**config.mk**
```make
export PLATFORM = sky130hd
export DESIGN_NAME = axi_trace_arbiter
export DESIGN_NICKNAME = d
export VERILOG_FILES = /design/src/rtl/axi_trace_arbiter.sv
export SDC_FILE = /design/constraint.sdc
export NUM_CORES = 2
export LEC_CHECK = 0
export CAP_MARGIN = 20
export CELL_PAD_IN_SITES_DETAIL_PLACEMENT = 1
export CELL_PAD_IN_SITES_GLOBAL_PLACEMENT = 1
export CORE_MARGIN = 10
export CORE_UTILIZATION = 55
export CTS_CLUSTER_DIAMETER = 40
export CTS_CLUSTER_SIZE = 28
export DETAILED_ROUTE_END_ITERATION = 6
export PLACE_DENSITY = 0.9
export SYNTH_ARGS = -nofsm -noshare
export SYNTH_HDL_FRONTEND = slang
export SYNTH_SLANG_ARGS = --single-unit
export TNS_END_PERCENT = 1
```
**constraint.sdc**
```tcl
create_clock -name ACLK -period 16.8 [get_ports ACLK]
set_input_delay 3.36 -clock ACLK [delete_from_list [all_inputs] [get_ports ACLK]]
set_output_delay 3.36 -clock ACLK [all_outputs]
set_load 0.1 [all_outputs]
```
**src/rtl/axi_trace_arbiter.sv**
```systemverilog
// axi_trace_arbiter: passive AXI4 handshake tracer. It timestamps AW/W/B/AR/R
// handshakes, queues them in per-channel FIFOs, and drains them round-robin into
// one valid/ready record stream with drop accounting.
// Optional macro AXI_TRACE_DATA_EN: keeps WDATA/RDATA/WSTRB in the records.
// Without it, rec_data and rec_strb are tied to 0.
module axi_trace_arbiter #(
  parameter int unsigned ADDR_WIDTH = 32,
  parameter int unsigned DATA_WIDTH = 32,
  parameter int unsigned ID_WIDTH   = 4,
  parameter int unsigned FIFO_DEPTH = 4
) (
  input  logic                    ACLK,
  input  logic                    ARESET,
  input  logic [ID_WIDTH-1:0]     AWID,
  input  logic [ADDR_WIDTH-1:0]   AWADDR,
  input  logic [7:0]              AWLEN,
  input  logic [2:0]              AWSIZE,
  input  logic [1:0]              AWBURST,
  input  logic                    AWVALID,
  input  logic                    AWREADY,
  input  logic [DATA_WIDTH-1:0]   WDATA,
  input  logic [DATA_WIDTH/8-1:0] WSTRB,
  input  logic                    WLAST,
  input  logic                    WVALID,
  input  logic                    WREADY,
  input  logic [ID_WIDTH-1:0]     BID,
  input  logic [1:0]              BRESP,
  input  logic                    BVALID,
  input  logic                    BREADY,
  input  logic [ID_WIDTH-1:0]     ARID,
  input  logic [ADDR_WIDTH-1:0]   ARADDR,
  input  logic [7:0]              ARLEN,
  input  logic [2:0]              ARSIZE,
  input  logic [1:0]              ARBURST,
  input  logic                    ARVALID,
  input  logic                    ARREADY,
  input  logic [ID_WIDTH-1:0]     RID,
  input  logic [DATA_WIDTH-1:0]   RDATA,
  input  logic [1:0]              RRESP,
  input  logic                    RLAST,
  input  logic                    RVALID,
  input  logic                    RREADY,
  input  logic                    cap_en,
  input  logic                    clr_stat,
  output logic                    rec_valid,
  input  logic                    rec_ready,
  output logic [2:0]              rec_chan,
  output logic [63:0]             rec_cycle,
  output logic [ID_WIDTH-1:0]     rec_id,
  output logic [ADDR_WIDTH-1:0]   rec_addr,
  output logic [DATA_WIDTH-1:0]   rec_data,
  output logic [DATA_WIDTH/8-1:0] rec_strb,
  output logic [15:0]             rec_info,
  output logic [15:0]             drop_cnt,
  output logic [4:0]              ovf,
  output logic                    busy
);

  localparam int unsigned NCH    = 5;
  localparam int unsigned PTR_W  = $clog2(FIFO_DEPTH);
  localparam int unsigned CNT_W  = PTR_W + 1;
  localparam int unsigned STRB_W = DATA_WIDTH / 8;
  localparam int unsigned REC_W  = 64 + ID_WIDTH + ADDR_WIDTH + 16;

  logic [63:0]       cyc_q;
  logic [2:0]        rr_q;
  logic [PTR_W-1:0]  wptr_q [NCH];
  logic [PTR_W-1:0]  rptr_q [NCH];
  logic [CNT_W-1:0]  cnt_q  [NCH];
  logic [REC_W-1:0]  mem_q  [NCH][FIFO_DEPTH];
  logic [REC_W-1:0]  rec_in_c [NCH];
  logic [REC_W-1:0]  head_c;

  logic [NCH-1:0]    push_c, accept_c, drop_c, pop_c, full_c, empty_c;
  logic              take_c, gnt_any_c;
  logic [2:0]        gnt_idx_c;
  logic [3:0]        arb_idx_c;
  logic [2:0]        ndrop_c;
  logic [16:0]       drop_sum_c;

  logic              rec_valid_q;
  logic [2:0]        rec_chan_q;
  logic [63:0]       rec_cycle_q;
  logic [ID_WIDTH-1:0]   rec_id_q;
  logic [ADDR_WIDTH-1:0] rec_addr_q;
  logic [15:0]       rec_info_q;
  logic [15:0]       drop_q;
  logic [4:0]        ovf_q;

  // Handshakes that are captured this cycle, one bit per channel code
  assign push_c = {RVALID & RREADY, ARVALID & ARREADY, BVALID & BREADY,
                   WVALID & WREADY, AWVALID & AWREADY} & {NCH{cap_en}};

  // Record images: {cycle, id, addr, info}
  assign rec_in_c[0] = {cyc_q, AWID, AWADDR, 3'b000, AWBURST, AWSIZE, AWLEN};
  assign rec_in_c[1] = {cyc_q, {ID_WIDTH{1'b0}}, {ADDR_WIDTH{1'b0}}, WLAST, 15'd0};
  assign rec_in_c[2] = {cyc_q, BID, {ADDR_WIDTH{1'b0}}, 1'b0, BRESP, 13'd0};
  assign rec_in_c[3] = {cyc_q, ARID, ARADDR, 3'b000, ARBURST, ARSIZE, ARLEN};
  assign rec_in_c[4] = {cyc_q, RID, {ADDR_WIDTH{1'b0}}, RLAST, RRESP, 13'd0};

  // FIFO status flags
  always_comb begin
    full_c  = '0;
    empty_c = '0;
    for (int unsigned k = 0; k < NCH; k++) begin
      full_c[k]  = (cnt_q[k] == CNT_W'(FIFO_DEPTH));
      empty_c[k] = (cnt_q[k] == '0);
    end
  end

  // Round-robin search from rr_q over non-empty FIFOs
  always_comb begin
    gnt_any_c = 1'b0;
    gnt_idx_c = '0;
    arb_idx_c = '0;
    for (int unsigned i = 0; i < NCH; i++) begin
      arb_idx_c = {1'b0, rr_q} + 4'(i);
      if (arb_idx_c >= 4'(NCH)) arb_idx_c = arb_idx_c - 4'(NCH);
      if (!gnt_any_c && !empty_c[arb_idx_c[2:0]]) begin
        gnt_any_c = 1'b1;
        gnt_idx_c = arb_idx_c[2:0];
      end
    end
  end

  assign take_c   = !rec_valid_q || rec_ready;
  assign pop_c    = (take_c && gnt_any_c) ? (5'b00001 << gnt_idx_c) : 5'b00000;
  // A full FIFO being popped this cycle still has room for the push
  assign accept_c = push_c & (~full_c | pop_c);
  assign drop_c   = push_c & full_c & ~pop_c;
  assign head_c   = mem_q[gnt_idx_c][rptr_q[gnt_idx_c]];

  // Simultaneous drop count and saturating accumulate
  always_comb begin
    ndrop_c = '0;
    for (int unsigned k = 0; k < NCH; k++) ndrop_c = ndrop_c + 3'(drop_c[k]);
    drop_sum_c = {1'b0, drop_q} + 17'(ndrop_c);
  end

  // Free-running timestamp and round-robin pointer
  always_ff @(posedge ACLK) begin
    if (ARESET) begin
      cyc_q <= '0;
      rr_q  <= '0;
    end else begin
      cyc_q <= cyc_q + 64'd1;
      if (pop_c != '0) rr_q <= (gnt_idx_c == 3'd4) ? 3'd0 : gnt_idx_c + 3'd1;
    end
  end

  // FIFO pointers and occupancy
  always_ff @(posedge ACLK) begin
    if (ARESET) begin
      for (int unsigned k = 0; k < NCH; k++) begin
        wptr_q[k] <= '0;
        rptr_q[k] <= '0;
        cnt_q[k]  <= '0;
      end
    end else begin
      for (int unsigned k = 0; k < NCH; k++) begin
        if (accept_c[k]) wptr_q[k] <= wptr_q[k] + PTR_W'(1);
        if (pop_c[k])    rptr_q[k] <= rptr_q[k] + PTR_W'(1);
        if (accept_c[k] && !pop_c[k])      cnt_q[k] <= cnt_q[k] + CNT_W'(1);
        else if (!accept_c[k] && pop_c[k]) cnt_q[k] <= cnt_q[k] - CNT_W'(1);
      end
    end
  end

  // FIFO storage, no reset needed since occupancy gates reads
  always_ff @(posedge ACLK) begin
    for (int unsigned k = 0; k < NCH; k++)
      if (accept_c[k]) mem_q[k][wptr_q[k]] <= rec_in_c[k];
  end

  // Output record register, loaded on every grant
  always_ff @(posedge ACLK) begin
    if (ARESET) begin
      rec_valid_q <= 1'b0;
      rec_chan_q  <= '0;
      rec_cycle_q <= '0;
      rec_id_q    <= '0;
      rec_addr_q  <= '0;
      rec_info_q  <= '0;
    end else if (take_c) begin
      rec_valid_q <= gnt_any_c;
      if (gnt_any_c) begin
        rec_chan_q  <= gnt_idx_c;
        rec_cycle_q <= head_c[REC_W-1 -: 64];
        rec_id_q    <= head_c[ADDR_WIDTH+16+ID_WIDTH-1 -: ID_WIDTH];
        rec_addr_q  <= head_c[ADDR_WIDTH+16-1 -: ADDR_WIDTH];
        rec_info_q  <= head_c[15:0];
      end
    end
  end

  // Drop statistics; clear wins over same-cycle drops
  always_ff @(posedge ACLK) begin
    if (ARESET || clr_stat) begin
      drop_q <= '0;
      ovf_q  <= '0;
    end else begin
      drop_q <= drop_sum_c[16] ? 16'hFFFF : drop_sum_c[15:0];
      ovf_q  <= ovf_q | drop_c;
    end
  end

`ifdef AXI_TRACE_DATA_EN
  localparam int unsigned PAY_W = DATA_WIDTH + STRB_W;
  logic [PAY_W-1:0]      pay_in_c [NCH];
  logic [PAY_W-1:0]      pmem_q   [NCH][FIFO_DEPTH];
  logic [DATA_WIDTH-1:0] rec_data_q;
  logic [STRB_W-1:0]     rec_strb_q;

  assign pay_in_c[0] = '0;
  assign pay_in_c[1] = {WDATA, WSTRB};
  assign pay_in_c[2] = '0;
  assign pay_in_c[3] = '0;
  assign pay_in_c[4] = {RDATA, {STRB_W{1'b0}}};

  // Payload storage alongside the record FIFOs
  always_ff @(posedge ACLK) begin
    for (int unsigned k = 0; k < NCH; k++)
      if (accept_c[k]) pmem_q[k][wptr_q[k]] <= pay_in_c[k];
  end

  // Payload half of the output register
  always_ff @(posedge ACLK) begin
    if (ARESET) begin
      rec_data_q <= '0;
      rec_strb_q <= '0;
    end else if (take_c && gnt_any_c) begin
      {rec_data_q, rec_strb_q} <= pmem_q[gnt_idx_c][rptr_q[gnt_idx_c]];
    end
  end

  assign rec_data = rec_data_q;
  assign rec_strb = rec_strb_q;
`else
  logic unused_data;
  assign unused_data = ^{WDATA, WSTRB, RDATA};
  assign rec_data    = '0;
  assign rec_strb    = '0;
`endif

  assign rec_valid = rec_valid_q;
  assign rec_chan  = rec_chan_q;
  assign rec_cycle = rec_cycle_q;
  assign rec_id    = rec_id_q;
  assign rec_addr  = rec_addr_q;
  assign rec_info  = rec_info_q;
  assign drop_cnt  = drop_q;
  assign ovf       = ovf_q;
  assign busy      = (~empty_c != '0) || rec_valid_q;

endmodule

```
Yosys cells after proc, flatten, opt, wreduce, memory -nomap -nowiden
Memory sizes are Yosys's and may differ from the RTL's.
Index checks and enable logic that the tools add are counted.
Storage, ports and cells
  flip-flop bits (word level): 208
  RAM bits: 2355
  input port bits: 195
  output and inout port bits: 178
  logic and storage cells: 300
  memories: 4
Operators by class
  $add $sub $neg: 36
  $lt $le $gt $ge: 21
  eq/ne operators: 6
  shift-type cells: 1
  muxes and demuxes: 133
  bitwise gates (word level): 40
  reductions and logical operators: 49
Memories
  mem_q: depth 5, width 464, read ports 1, clocked after memory_dff 0, write ports 5, RTL line 70  | logic [REC_W-1:0] mem_q [NCH][FIFO_DEPTH];
  cnt_q: depth 5, width 3, read ports 5, clocked after memory_dff 0, write ports 5, RTL line 69  | logic [CNT_W-1:0] cnt_q [NCH];
  rptr_q: depth 5, width 2, read ports 6, clocked after memory_dff 0, write ports 5, RTL line 68  | logic [PTR_W-1:0] rptr_q [NCH];
  wptr_q: depth 5, width 2, read ports 5, clocked after memory_dff 0, write ports 5, RTL line 67  | logic [PTR_W-1:0] wptr_q [NCH];
Operator list (number)
  2-to-1 mux 464 bit: 5
  demux 116 bit (select 2 bit): 5
  2-to-1 mux 116 bit: 7
  binary-select mux 116 bit (select 2 bit): 1
  2-to-1 mux 1 bit: 77
  adder 64 x 1 -> 64 bit, second input constant: 1
  2-to-1 mux 3 bit: 21
  >= comparator 3 bit, second input constant: 7
  adder 2 x 1 -> 2 bit, second input constant: 10
  AND 5 bit: 4
  logical AND 1 bit: 20
  < comparator 3 x 4 -> 1 bit, second input constant: 5
  2-to-1 mux 2 bit: 10
  bitwise OR 1 bit: 20
  adder 3 x 1 -> 3 bit, second input constant: 6
  equality test 3 bit, second input constant: 6
  logical NOT 1 bit: 18
  inverter 2 -> 3 bit: 6
  adder 16 x 3 -> 17 bit: 1
  >= comparator 4 x 3 -> 1 bit, second input constant: 4
  2-to-1 mux 16 bit: 1
  binary-select mux 1 bit (select 3 bit): 5
  logical NOT 3 bit: 5
  < comparator 3 x 1 -> 1 bit, second input constant: 5
  16 further kinds: 36

Longest topological paths before layout
  depth after elaboration: 28
  gate-level depth with buffers: 37
  mapped depth without buffers: 30

Worst setup path after synthesis
OpenSTA, ideal clock, no wires.
  path kind: reg-to-reg
  start point: register rr_q[0]
  end point: memory mem_q[0][0] (netlist bit) (enable)
  library setup time: 0.485 ns
  arrival time: 7.547 ns
  required time: 16.315 ns
  setup slack: 8.768 ns
  stages on the path, launching flop included: 22
  buffers on the path: 7
  clock period less this slack: 8.032 ns
  path through: dfxtp_1 -> buf_2 -> inv_1 -> ha_1 -> ha_1 -> clkbuf_1 -> a211oi_1 -> a221oi_1 -> nor2_1 -> a311o_1 -> or3_1 -> and3_4 -> nor2_4 -> buf_2 -> buf_2 -> buf_2 -> buf_1 -> ha_1 -> clkbuf_1 -> nand3_1 -> a31oi_1 -> and2_1
RTL lines
  start: declaration: RTL line 66  | logic [2:0] rr_q;
  start signal: assignment: RTL line 147  | if (pop_c != '0) rr_q <= (gnt_idx_c == 3'd4) ? 3'd0 : gnt_idx_c + 3'd1;
  end: declaration: RTL line 70

Final worst setup path
  start point: register rr_q[0]
  end point: register drop_q[1] (netlist: drop_cnt[1])
Between the ends
  word-level cells in the longest chain between the ends: 27
  elaborated cells on any way between the ends: 61
  classes of those cells: add/sub: 14; order compare: 5; shift: 1; mux: 27; bitwise: 2; reduce/logical: 12
Ends and longest elaborated chain
  adder 3 x 1 -> 4 bit: RTL line 117  | arb_idx_c = {1'b0, rr_q} + 4'(i);
  >= comparator 4 x 3 -> 1 bit or subtractor 3 bit (tied branches): RTL line 118  | if (arb_idx_c >= 4'(NCH)) arb_idx_c = arb_idx_c - 4'(NCH);
  2-to-1 mux 3 bit: RTL line 118
  binary-select mux 1 bit (select 3 bit): RTL line 119  | if (!gnt_any_c && !empty_c[arb_idx_c[2:0]]) begin
  2-to-1 mux 1 bit (not written as such): RTL line 119
  logical NOT 1 bit: RTL line 119
  logical AND 1 bit: RTL line 119
  2-to-1 mux 1 bit: RTL line 119
  [... 11 more ...]
  inverter 5 bit (*): RTL line 130  | assign drop_c = push_c & full_c & ~pop_c;
  AND 5 bit (*): RTL line 130
  adder 1 x 1 -> 2 bit: RTL line 136  | for (int unsigned k = 0; k < NCH; k++) ndrop_c = ndrop_c + 3'(drop_c[k]);
  adder 2 x 1 -> 3 bit: RTL line 136
  adder 3 x 1 -> 3 bit: RTL line 136
  adder 3 x 1 -> 3 bit (*): RTL line 136
  adder 16 x 3 -> 17 bit (*): RTL line 137  | drop_sum_c = {1'b0, drop_q} + 17'(ndrop_c);
  2-to-1 mux 16 bit (*): RTL line 202  | drop_q <= drop_sum_c[16] ? 16'hFFFF : drop_sum_c[15:0];
  end signal: assignment: RTL line 202
  end: declaration: RTL line 87  | logic [15:0] drop_q;
Mark *: on every way between the ends. The rest lies on a longest branch, timed or not. The select of a mux whose other input is x is not followed.
A chain may end at the register's enable or synchronous reset.

==> metrics.csv <==
stage,metric,value,unit
synthesis,cell taking the most area after synthesis,edfxtp_1,
clocking,Post-CTS Setup Bufs,0,
synthesis,most common cell in the netlist,edfxtp_1,
clocking,CTS Sinks,1971,
synthesis,synthesized instance count,5466,
floorplanning,Initial Util,0.552,
drt,Pre-Repair DR Iteration Count,6,
floorplanning,core area,143000,µm²
clocking,Root Driver,clkbuf_16,
drt,wire length per cell,40.8,µm
clocking,Post-CTS Hold Fix Bufs,0,
timing,"Hold Vio Cnt, Final",0,
synthesis,sequential element share of the synthesized area,0.721,
synthesis,number of enable flip-flop cells after synthesis,1763,
synthesis,asr flop ratio synth,0,
synthesis,"top cells by area, synth","edfxtp_1 67%, dfxtp_1 5.3%, nand2_1 3.3%",
cells_and_area,Final Net Count,5898,
floorplanning,Die X,399,µm
clocking,post-CTS sizing,0,
place,Routability Congestion,0.863,
run_status,status,"finished, final reports clean",
timing,fmax,97.8,MHz
synthesis,Synth Area per Inst,14.5,µm²
cells_and_area,Fillers,12700,
synthesis,top-area cell type share of the netlist area,0.669,
worst_setup_path,Setup CP Type,reg -> reg,
global_routing,vias in the first global route,60800,
timing,min Tclk post-route,10.23,ns
global_routing,initial antenna violation count,20,
synthesis,synthesis-stage register bit count,1971,
drt,via count,58700,
place,PortBufs,268,
clocking,htree depth,4,
cells_and_area,synth-to-layout area growth,15.1,%
worst_setup_path,FF-to-FF path depth,24,
timing,Clock Skew,0.0958,ns
timing,Tcrit/Tclk final,0.609,
timing,Max-slew headroom,0.117,
worst_setup_path,WP data arrival,11.01,ns
floorplanning,row cnt,139,
floorplanning,Total Die Area,160000,µm²
global_routing,pin count of the biggest net entering global routing,126,
synthesis,most common flop cell mapped by yosys,edfxtp_1,
timing,post-route setup TNS,0,ns
drt,vias per inst,7.55,
place,dpl hpwl,148000,µm
drt,residual DRC count,0,
synthesis,Netlist cell types,95,
synthesis,mapped cell area,79200,µm²
clocking,deepest clock path buffer count,3,
timing,RSZ-0062 raised after global routing,no,
global_routing,first-pass GRT wire length,436000,µm
timing,slew of the pin with the lowest slew margin,1.32,ns
clocking,clock latency at the later pin of the worst-skew pair,0.92,ns
synthesis,Syn. warnings,0,
worst_setup_path,Crit path required time,17.58,ns
global_routing,GRT Total Usage,0.373,
timing,max-slew violation count,0,
timing,# setup viols final,0,
floorplanning,IO Count,373,
clocking,CTS tree,yes,
global_routing,grt ovf,0,
hold_path,worst min path class,reg -> reg,
worst_setup_path,Crit Path Max Fanout,115,
clocking,Worst-path clk slew,0.06,ns
drt,routed wire length,317000,µm
floorplanning,overall die height,399,µm
job,MaxCap Viol Count,0,
hold_path,worst hold path depth,2,
clocking,CTS buffer count,222,
worst_setup_path,CP Launch Type,flop,
drt,Final ANT Viol Nets,0,
cells_and_area,share of layout cells above drive strength 1,0.108,
worst_setup_path,critical path endpoint category,flop,
drt,DR iter-0 viols,10500,
synthesis,most frequent cells after synthesis,"1,763 x edfxtp_1, 690 x nand2_1, 241 x nand3_1",
stage by stage:
stage | hold WS, ns | worst slack, ns | utilization | instance area (µm²) | instances
2_1_floorplan | 0.550 | 8.77 | - | 79300 | 5501
3_3_place_gp | 0.439 | 7.71 | 0.581 | 83200 | 7330
3_5_place_dp | 0.458 | 7.34 | 0.581 | 83200 | 7332
4_1_cts | 0.474 | 6.91 | 0.635 | 91000 | 7754
5_1_grt | 0.504 | 6.30 | 0.636 | 91100 | 7763
6_report | 0.482 | 6.57 | 0.636 | 91100 | 7775
final timing paths:
check,from,end,slack (ns)
worst max-delay path,rr_q[0],drop_cnt[1],6.57
worst min-delay path,rec_addr[27],rec_addr[27],0.48
worst max register to register,rr_q[0],drop_cnt[1],6.57
worst min register to register,rec_addr[27],rec_addr[27],0.48
cell families after synthesis:
| kind of cell | share of synthesized area |
|---|---|
| AO/OA/AOI/OAI | 0.111 |
| flip-flops | 0.721 |
| adder cells (fa/ha/maj) | 0.00819 |
| multiplexers | 0.0369 |
| XOR/XNOR | 0.00885 |
| other | 0.0000474 |
| AND/OR/NAND/NOR | 0.0852 |
| buffers and inverters | 0.0282 |
flip-flops by register name, indices dropped and copies added, names as in the netlist:
register	cells
rec_addr	32
cyc_q	64
cnt_q	15
ovf	5
drop_cnt	16
wptr_q	10
rec_cycle	64
rptr_q	10
rec_info	16
rec_chan	3
mem_q	1728
rr_q	3
rec_id	4
rec_valid	1
critical path, stage by stage (launching register included):
cell and delay, ns:
dfxtp_1 0.95, inv_1 0.36, ha_1 0.59, nor2b_1 0.23, a41oi_1 0.47, a211oi_1 0.24
nor3_4 0.30, o22ai_2 0.19, a211oi_4 0.56, a211o_4 0.64, nand2_8 0.33, inv_8 0.78
nand3_1 0.40, nor3b_1 0.36, fa_1 0.55, inv_1 0.06, fa_1 0.47, inv_1 0.08
ha_1 0.18, fa_1 0.22, and2_1 0.16, o2111ai_1 0.18, nor3_1 0.67, nand3_1 0.67
a21oi_1 0.39
metal layers:
layer  share of wire  vias to the layer above  GRT usage
met5         0.00082                        -          0
met4           0.086                       24      0.251
met3            0.14                     1947      0.108
met2            0.46                     6481      0.595
met1            0.31                    28600      0.438
li1                -                    21700          -
area by class of cell:
type	count	area [µm²]	area share
tap	1903	2380	0.0261
clock inverter	172	2010	0.0220
multi-input combinational	3054	20200	0.221
sequential	1971	57100	0.627
timing repair buffer	362	3450	0.0378
inverter	45	186	0.00205
clock buffer	250	5790	0.0636
antenna	18	45.0	0.000494
placed cells by master, fill, tap and decap left out, drive strengths merged, types with 69 or more instances in the layout:
cell           synthesis  final
nand3                242    242
a221oi               156    156
buf                  211    101
inv                   45     94
clkinv                 0     69
a311oi               101    101
nor2                 201    201
clkdlybuf4s50          0    260
nand2                693    693
clkbuf               220    251
a211o                 78     78
and3                 166    166
a211oi               210    210
dfxtp                208    208
mux2i                239    239
edfxtp              1763   1763
a21oi                160    160
Power is left out: the tool's default activity adds up to more than one toggle a clock period on the data nets, which glitch-free logic cannot reach.
